**src/rtl/aurora_cmd_pkg.sv**
```systemverilog
// Shared types and constants for the Aurora command splitter.
// Holds the input FSM state encoding and the outstanding-read counter width.
package aurora_cmd_pkg;

  // Wide enough for the largest legal MAX_READS (15).
  localparam int RD_CNT_W = 4;

  typedef enum logic [1:0] {
    S_ADDR = 2'd0,
    S_DATA = 2'd1,
    S_DROP = 2'd2
  } in_state_e;

endpackage

```
**src/rtl/cmd_rd_tracker.sv**
```systemverilog
// Outstanding-read counter for the command splitter.
// Counts read addresses issued minus read responses retired.
// A retire pulse at zero is ignored. If an issue and a retire arrive together, the count is unchanged.
module cmd_rd_tracker
  import aurora_cmd_pkg::*;
#(
  parameter int MAX_READS = 4
) (
  input  logic                aclk,
  input  logic                aresetn,
  input  logic                inc,
  input  logic                dec,
  output logic [RD_CNT_W-1:0] count,
  output logic                full
);

  localparam logic [RD_CNT_W-1:0] MAX_C = RD_CNT_W'(MAX_READS);

  logic dec_eff;

  assign dec_eff = dec && (count != '0);
  assign full    = (count == MAX_C);

  // Up/down count of reads in flight; a retire at zero has no effect.
  always_ff @(posedge aclk or negedge aresetn) begin
    if (!aresetn) begin
      count <= '0;
    end else begin
      case ({inc, dec_eff})
        2'b10:   count <= count + 1'b1;
        2'b01:   count <= count - 1'b1;
        default: count <= count;
      endcase
    end
  end

endmodule

```
**src/rtl/aurora_cmd_splitter.sv**
```systemverilog
// Aurora command splitter: turns 1-beat frames into reads and 2-beat frames into writes.
// The result goes into a single output slot that feeds the address and write-data streams.
// A frame that is too long (or that fails the keep check) is dropped with one frame_err pulse.
// Optional macro AURORA_CMD_KEEP_CHECK_EN: when defined, any beat with a partial tkeep drops its frame.
//
// state  | meaning
// S_ADDR | waiting for the first beat of a frame
// S_DATA | first beat held, waiting for the write-data beat
// S_DROP | discarding beats until tlast
module aurora_cmd_splitter
  import aurora_cmd_pkg::*;
#(
  parameter int DATA_WIDTH = 32,
  parameter int MAX_READS  = 4
) (
  input  logic                    aclk,
  input  logic                    aresetn,
  input  logic [DATA_WIDTH-1:0]   s_axis_tdata,
  input  logic                    s_axis_tvalid,
  output logic                    s_axis_tready,
  input  logic [DATA_WIDTH/8-1:0] s_axis_tkeep,
  input  logic                    s_axis_tlast,
  output logic [DATA_WIDTH-1:0]   m_cmd_addr_tdata,
  output logic                    m_cmd_addr_tvalid,
  input  logic                    m_cmd_addr_tready,
  output logic [DATA_WIDTH-1:0]   m_cmd_data_tdata,
  output logic                    m_cmd_data_tvalid,
  input  logic                    m_cmd_data_tready,
  input  logic                    rd_done,
  output logic [RD_CNT_W-1:0]     rd_outstanding,
  output logic                    frame_err
);

  in_state_e             state_q, state_d;
  logic                  run_q;
  logic                  addr_vld_q, data_vld_q, is_read_q;
  logic [DATA_WIDTH-1:0] addr_q, data_q;
  logic [DATA_WIDTH-2:0] hold_q;
  logic                  frame_err_q;

  logic slot_free, rd_full, keep_bad, in_hs;
  logic err_now, load_read, load_write, load_hold;
  logic addr_hs, data_hs;

  assign slot_free = !addr_vld_q && !data_vld_q;
  assign in_hs     = s_axis_tvalid && s_axis_tready;
  assign addr_hs   = addr_vld_q && m_cmd_addr_tready;
  assign data_hs   = data_vld_q && m_cmd_data_tready;

`ifdef AURORA_CMD_KEEP_CHECK_EN
  assign keep_bad = (s_axis_tkeep != '1);
`else
  // tkeep is not checked in this build.
  assign keep_bad = 1'b0 & (|s_axis_tkeep);
`endif

  // Input FSM state register.
  always_ff @(posedge aclk or negedge aresetn) begin
    if (!aresetn) state_q <= S_ADDR;
    else          state_q <= state_d;
  end

  // run_q holds tready low while in reset and for the first cycle after release.
  always_ff @(posedge aclk or negedge aresetn) begin
    if (!aresetn) run_q <= 1'b0;
    else          run_q <= 1'b1;
  end

  // Next-state logic, input ready, and the decision to load the slot.
  always_comb begin
    state_d       = state_q;
    s_axis_tready = 1'b0;
    err_now       = 1'b0;
    load_read     = 1'b0;
    load_write    = 1'b0;
    load_hold     = 1'b0;
    case (state_q)
      S_ADDR: begin
        // A read beat stalls while the read window is full.
        s_axis_tready = run_q && slot_free && !(s_axis_tvalid && s_axis_tlast && rd_full);
        if (in_hs) begin
          if (keep_bad) begin
            err_now = 1'b1;
            state_d = s_axis_tlast ? S_ADDR : S_DROP;
          end else if (s_axis_tlast) begin
            load_read = 1'b1;
          end else begin
            load_hold = 1'b1;
            state_d   = S_DATA;
          end
        end
      end
      S_DATA: begin
        s_axis_tready = run_q && slot_free;
        if (in_hs) begin
          if (keep_bad || !s_axis_tlast) begin
            err_now = 1'b1;
            state_d = s_axis_tlast ? S_ADDR : S_DROP;
          end else begin
            load_write = 1'b1;
            state_d    = S_ADDR;
          end
        end
      end
      S_DROP: begin
        s_axis_tready = run_q;
        if (in_hs && s_axis_tlast) state_d = S_ADDR;
      end
      default: state_d = S_ADDR;
    endcase
  end

  // Output slot: loaded only when free; each flag clears on its own handshake.
  always_ff @(posedge aclk or negedge aresetn) begin
    if (!aresetn) begin
      addr_vld_q <= 1'b0;
      data_vld_q <= 1'b0;
      is_read_q  <= 1'b0;
      addr_q     <= '0;
      data_q     <= '0;
      hold_q     <= '0;
    end else begin
      if (addr_hs) addr_vld_q <= 1'b0;
      if (data_hs) data_vld_q <= 1'b0;
      if (load_hold) hold_q <= s_axis_tdata[DATA_WIDTH-2:0];
      if (load_read) begin
        addr_vld_q <= 1'b1;
        is_read_q  <= 1'b1;
        addr_q     <= {1'b1, s_axis_tdata[DATA_WIDTH-2:0]};
      end
      if (load_write) begin
        addr_vld_q <= 1'b1;
        data_vld_q <= 1'b1;
        is_read_q  <= 1'b0;
        addr_q     <= {1'b0, hold_q};
        data_q     <= s_axis_tdata;
      end
    end
  end

  // Register the drop indication so frame_err is a clean one-cycle pulse.
  always_ff @(posedge aclk or negedge aresetn) begin
    if (!aresetn) frame_err_q <= 1'b0;
    else          frame_err_q <= err_now;
  end

  cmd_rd_tracker #(
    .MAX_READS (MAX_READS)
  ) u_rd_tracker (
    .aclk    (aclk),
    .aresetn (aresetn),
    .inc     (addr_hs && is_read_q),
    .dec     (rd_done),
    .count   (rd_outstanding),
    .full    (rd_full)
  );

  assign m_cmd_addr_tdata  = addr_q;
  assign m_cmd_addr_tvalid = addr_vld_q;
  assign m_cmd_data_tdata  = data_q;
  assign m_cmd_data_tvalid = data_vld_q;
  assign frame_err         = frame_err_q;

endmodule
```
**config.mk**
```make
export PLATFORM = sky130hd
export DESIGN_NAME = aurora_cmd_splitter
export DESIGN_NICKNAME = d
export VERILOG_FILES = /design/src/rtl/aurora_cmd_pkg.sv /design/src/rtl/cmd_rd_tracker.sv /design/src/rtl/aurora_cmd_splitter.sv
export SDC_FILE = /design/constraint.sdc
export NUM_CORES = 1
export LEC_CHECK = 0
export CAP_MARGIN = 20
export CORE_ASPECT_RATIO = 0.6
export CORE_UTILIZATION = 49
export DETAILED_ROUTE_END_ITERATION = 10
export GPL_ROUTABILITY_DRIVEN = 1
export PLACE_DENSITY = 0.8
export SLEW_MARGIN = 20
export SYNTH_ARGS = -nofsm -noshare
export SYNTH_HDL_FRONTEND = slang
export SYNTH_SLANG_ARGS = --single-unit
```
**constraint.sdc**
```tcl
create_clock -name aclk -period 2.7 [get_ports aclk]
set_input_delay 0.405 -clock aclk [delete_from_list [all_inputs] [get_ports aclk]]
set_output_delay 0.405 -clock aclk [all_outputs]
set_load 0.05 [all_outputs]
```
==> impl_metrics.ini <==
[yosys]
yosysUniqueCellTypes = 41
synth_seq_cells = 105
syn_inst = 334
syn_area_sq_um = 4480
yosysWarningCount = 0
yosysMostFrequentCell = dfrtp_1
synth_seq_area_share_pct = 58.7
yosysTopAreaCellShare_pct = 58.7
synth_top_area_cell = dfrtp_1
synth_edf_count = 0
syn-num-nets = 381
synthArstFlopShare_pct = 100
synth.avg_cell_area_sq_um = 13.4
yosys_most_used_dff = dfrtp_1
synth_area_leaders = dfrtp_1, mux2_2, mux2i_1, o22ai_1, inv_1
synth_common_cells = dfrtp_1, mux2_2, inv_1, mux2i_1, o22ai_1

[clocking]
htreeDepth = 3
cts_tree = built
cts_made_buffers = 9
cts_root_buffer = clkbuf_16
post-cts-setup-buffers = 0
cts-hold-fix-buffers = 0
insertion_delay_ns = 0.34
clockBufferDepth = 2
cts_resized = 0
clock_sinks = 105
clk_pin_slew_ns = 0.07

[placement]
io_buffer_count = 110
dp_hpwl_um = 6660
place_congestion = 0.812
placed_cell_area_sq_um = 5680

[worst_setup_path]
arrival_ns = 2.65
cp_slowest_stage_delay_ns = 0.66
crit_chain = nor3_1 -> a21boi_0 -> ha_1 -> ha_1 -> or4b_2 -> o311ai_0 -> o211ai_1
crit_path_end_kind = register
crit_required_ns = 2.92
rr_startpoint = u_rd_tracker.count[0]$_DFFE_PN0P_
worst-setup-path-type = register to register
reg2reg_slack_ns = 0.26
crit_family = simple AND/OR/NAND/NOR gates
cp_slowest_cell = or4b_2
worst-path-buf-inv = 0
crit_top_cell = ha_1
startpoint_type = register
r2r_end = u_rd_tracker.count[3]$_DFFE_PN0P_
critical_path.max_fanout = 7
startpoint = u_rd_tracker.count[0]$_DFFE_PN0P_
ff2ff_path_depth = 7

[route]
vias = 3022
totalWireLength_um = 9740
antenna_left = 0
detail_route.drc_violations = 9
routed_via_density = 5.38
wire_per_inst_um = 17.3
drt_pass1_iterations = 8
drtIter0Drc = 231

[global_route]
antenna_found_initial = 0
grtUsageTotal_pct = 22.0
grt_start_max_net_pins = 55
grt.overflow.total = 0
grt_pass1_vias = 3201
grt_pass1_wl_um = 16200

[die]
dieWidth_um = 125
die-area_sq_um = 9540
core-area_sq_um = 8690
start_util_pct = 51.5
row_count = 26
die_h_um = 76.0
io_pins = 115

[sta]
clock.fmax_mhz = 411
holdWs_ns = 0.0967
tns_ns = 0
relSlewSlack_pct = 53.9
slew_violations = 0
clock_skew_ns = 0.00777
layout_min_cycle_time_ns = 2.44
grt_setup_unrepaired = false
worst_pin_slew_ns = 0.691
hold_viol = 0
finalSetupViolations = 0
finalCritPeriodShare_pct = 90.2

[finish]
post-route-util_pct = 68.5
ff_latch_area_sq_um = 2630
fin_nets = 492
multiInputGateArea_sq_um = 1580
final.fill_count = 623
postLayoutCellArea_sq_um = 5950
antenna_cells = 0
drive_above_1_share_pct = 19.8
syn_to_final_growth_pct = 33.0

[power]
vdd_drop_max_mv = 0.656
p_per_area_nw_per_um2 = 1410
p_leak_nw = 2.62
power_mw = 8.37

[outcome]
status = complete, but fails checks
violations = design-rule violations

[min_path]
hp-class = primary input to asynchronous set/reset pin

[job]
cap_violations = 0
stage by stage:
stage	setup slack (ns)	instances
4_1_cts	0.272	562
5_1_grt	0.165	562
3_5_place_dp	0.0738	546
3_3_place_gp	0.198	546
6_report	0.265	562
2_1_floorplan	0.118	334
cells by family (layout without fill, tap and decap cells):
kind of cell,after synthesis,after routing,share of synthesized area (%)
buf+inv,58,174,6.29
compound gates,44,44,6.46
simple gates,23,23,3.33
xor+xnor,2,2,0.391
fa+ha+maj,4,4,1.29
other cells,1,1,0.0838
flops,105,105,58.7
mux,97,97,23.5
sequential cells by signal, indices dropped and copies added, names as in the netlist:
signal	count
m_cmd_addr_tvalid	1
frame_err	1
m_cmd_addr_tdata	31
hold_q	31
u_rd_tracker.count	4
is_read_q	1
run_q	1
state_q	2
m_cmd_data_tvalid	1
m_cmd_data_tdata	32
cell usage in the layout (no fill, tap or decap), types with 2 or more instances in the layout:
cell type / instances
mux2_1: 8
o21ai_0: 3
buf_4: 9
ha_1: 3
nand2_1: 2
mux2i_1: 33
mux2_2: 56
clkdlybuf4s50_1: 108
clkinv_2: 3
nor3b_1: 3
dfrtp_1: 105
nor2_1: 3
a21oi_1: 2
nand3_1: 5
clkbuf_16: 9
o22ai_1: 31
inv_1: 38
nand3_2: 2
buf_12: 2
routing by layer:
layer	wire length (um)	GRT usage (%)
met2	4340	33.9
met5	0	0
met3	714	7.51
met1	4660	29.9
met4	21	6.34
final cells by class:
| type | count | area share (%) |
|---|---|---|
| flip-flops and latches | 105 | 44.1 |
| multi-input cells | 171 | 26.5 |
| repair buffers | 119 | 20.0 |
| clock buffers | 11 | 4.08 |
| inverters | 39 | 2.46 |
| well taps | 112 | 2.35 |
| clock inverters | 5 | 0.525 |
report_power, final:
group,internal (mW),switching (mW)
combinational,1.63,2.79
sequential,2.32,0.431
clock,0.647,0.554
total,4.60,3.78
how the worst max path moves through the flow:
stage / slack (ns) / endpoint / cells after the start
after floorplan: 0.12 / u_rd_tracker.count[3]$_DFFE_PN0P_ / 7
after global placement: 0.20 / u_rd_tracker.count[3]$_DFFE_PN0P_ / 7
after detailed placement: 0.07 / u_rd_tracker.count[3]$_DFFE_PN0P_ / 7
after CTS: 0.27 / u_rd_tracker.count[3]$_DFFE_PN0P_ / 7
after global routing: 0.16 / u_rd_tracker.count[3]$_DFFE_PN0P_ / 7
final: 0.26 / u_rd_tracker.count[3]$_DFFE_PN0P_ / 7
No activity file was read; power rests on OpenSTA's default activity.
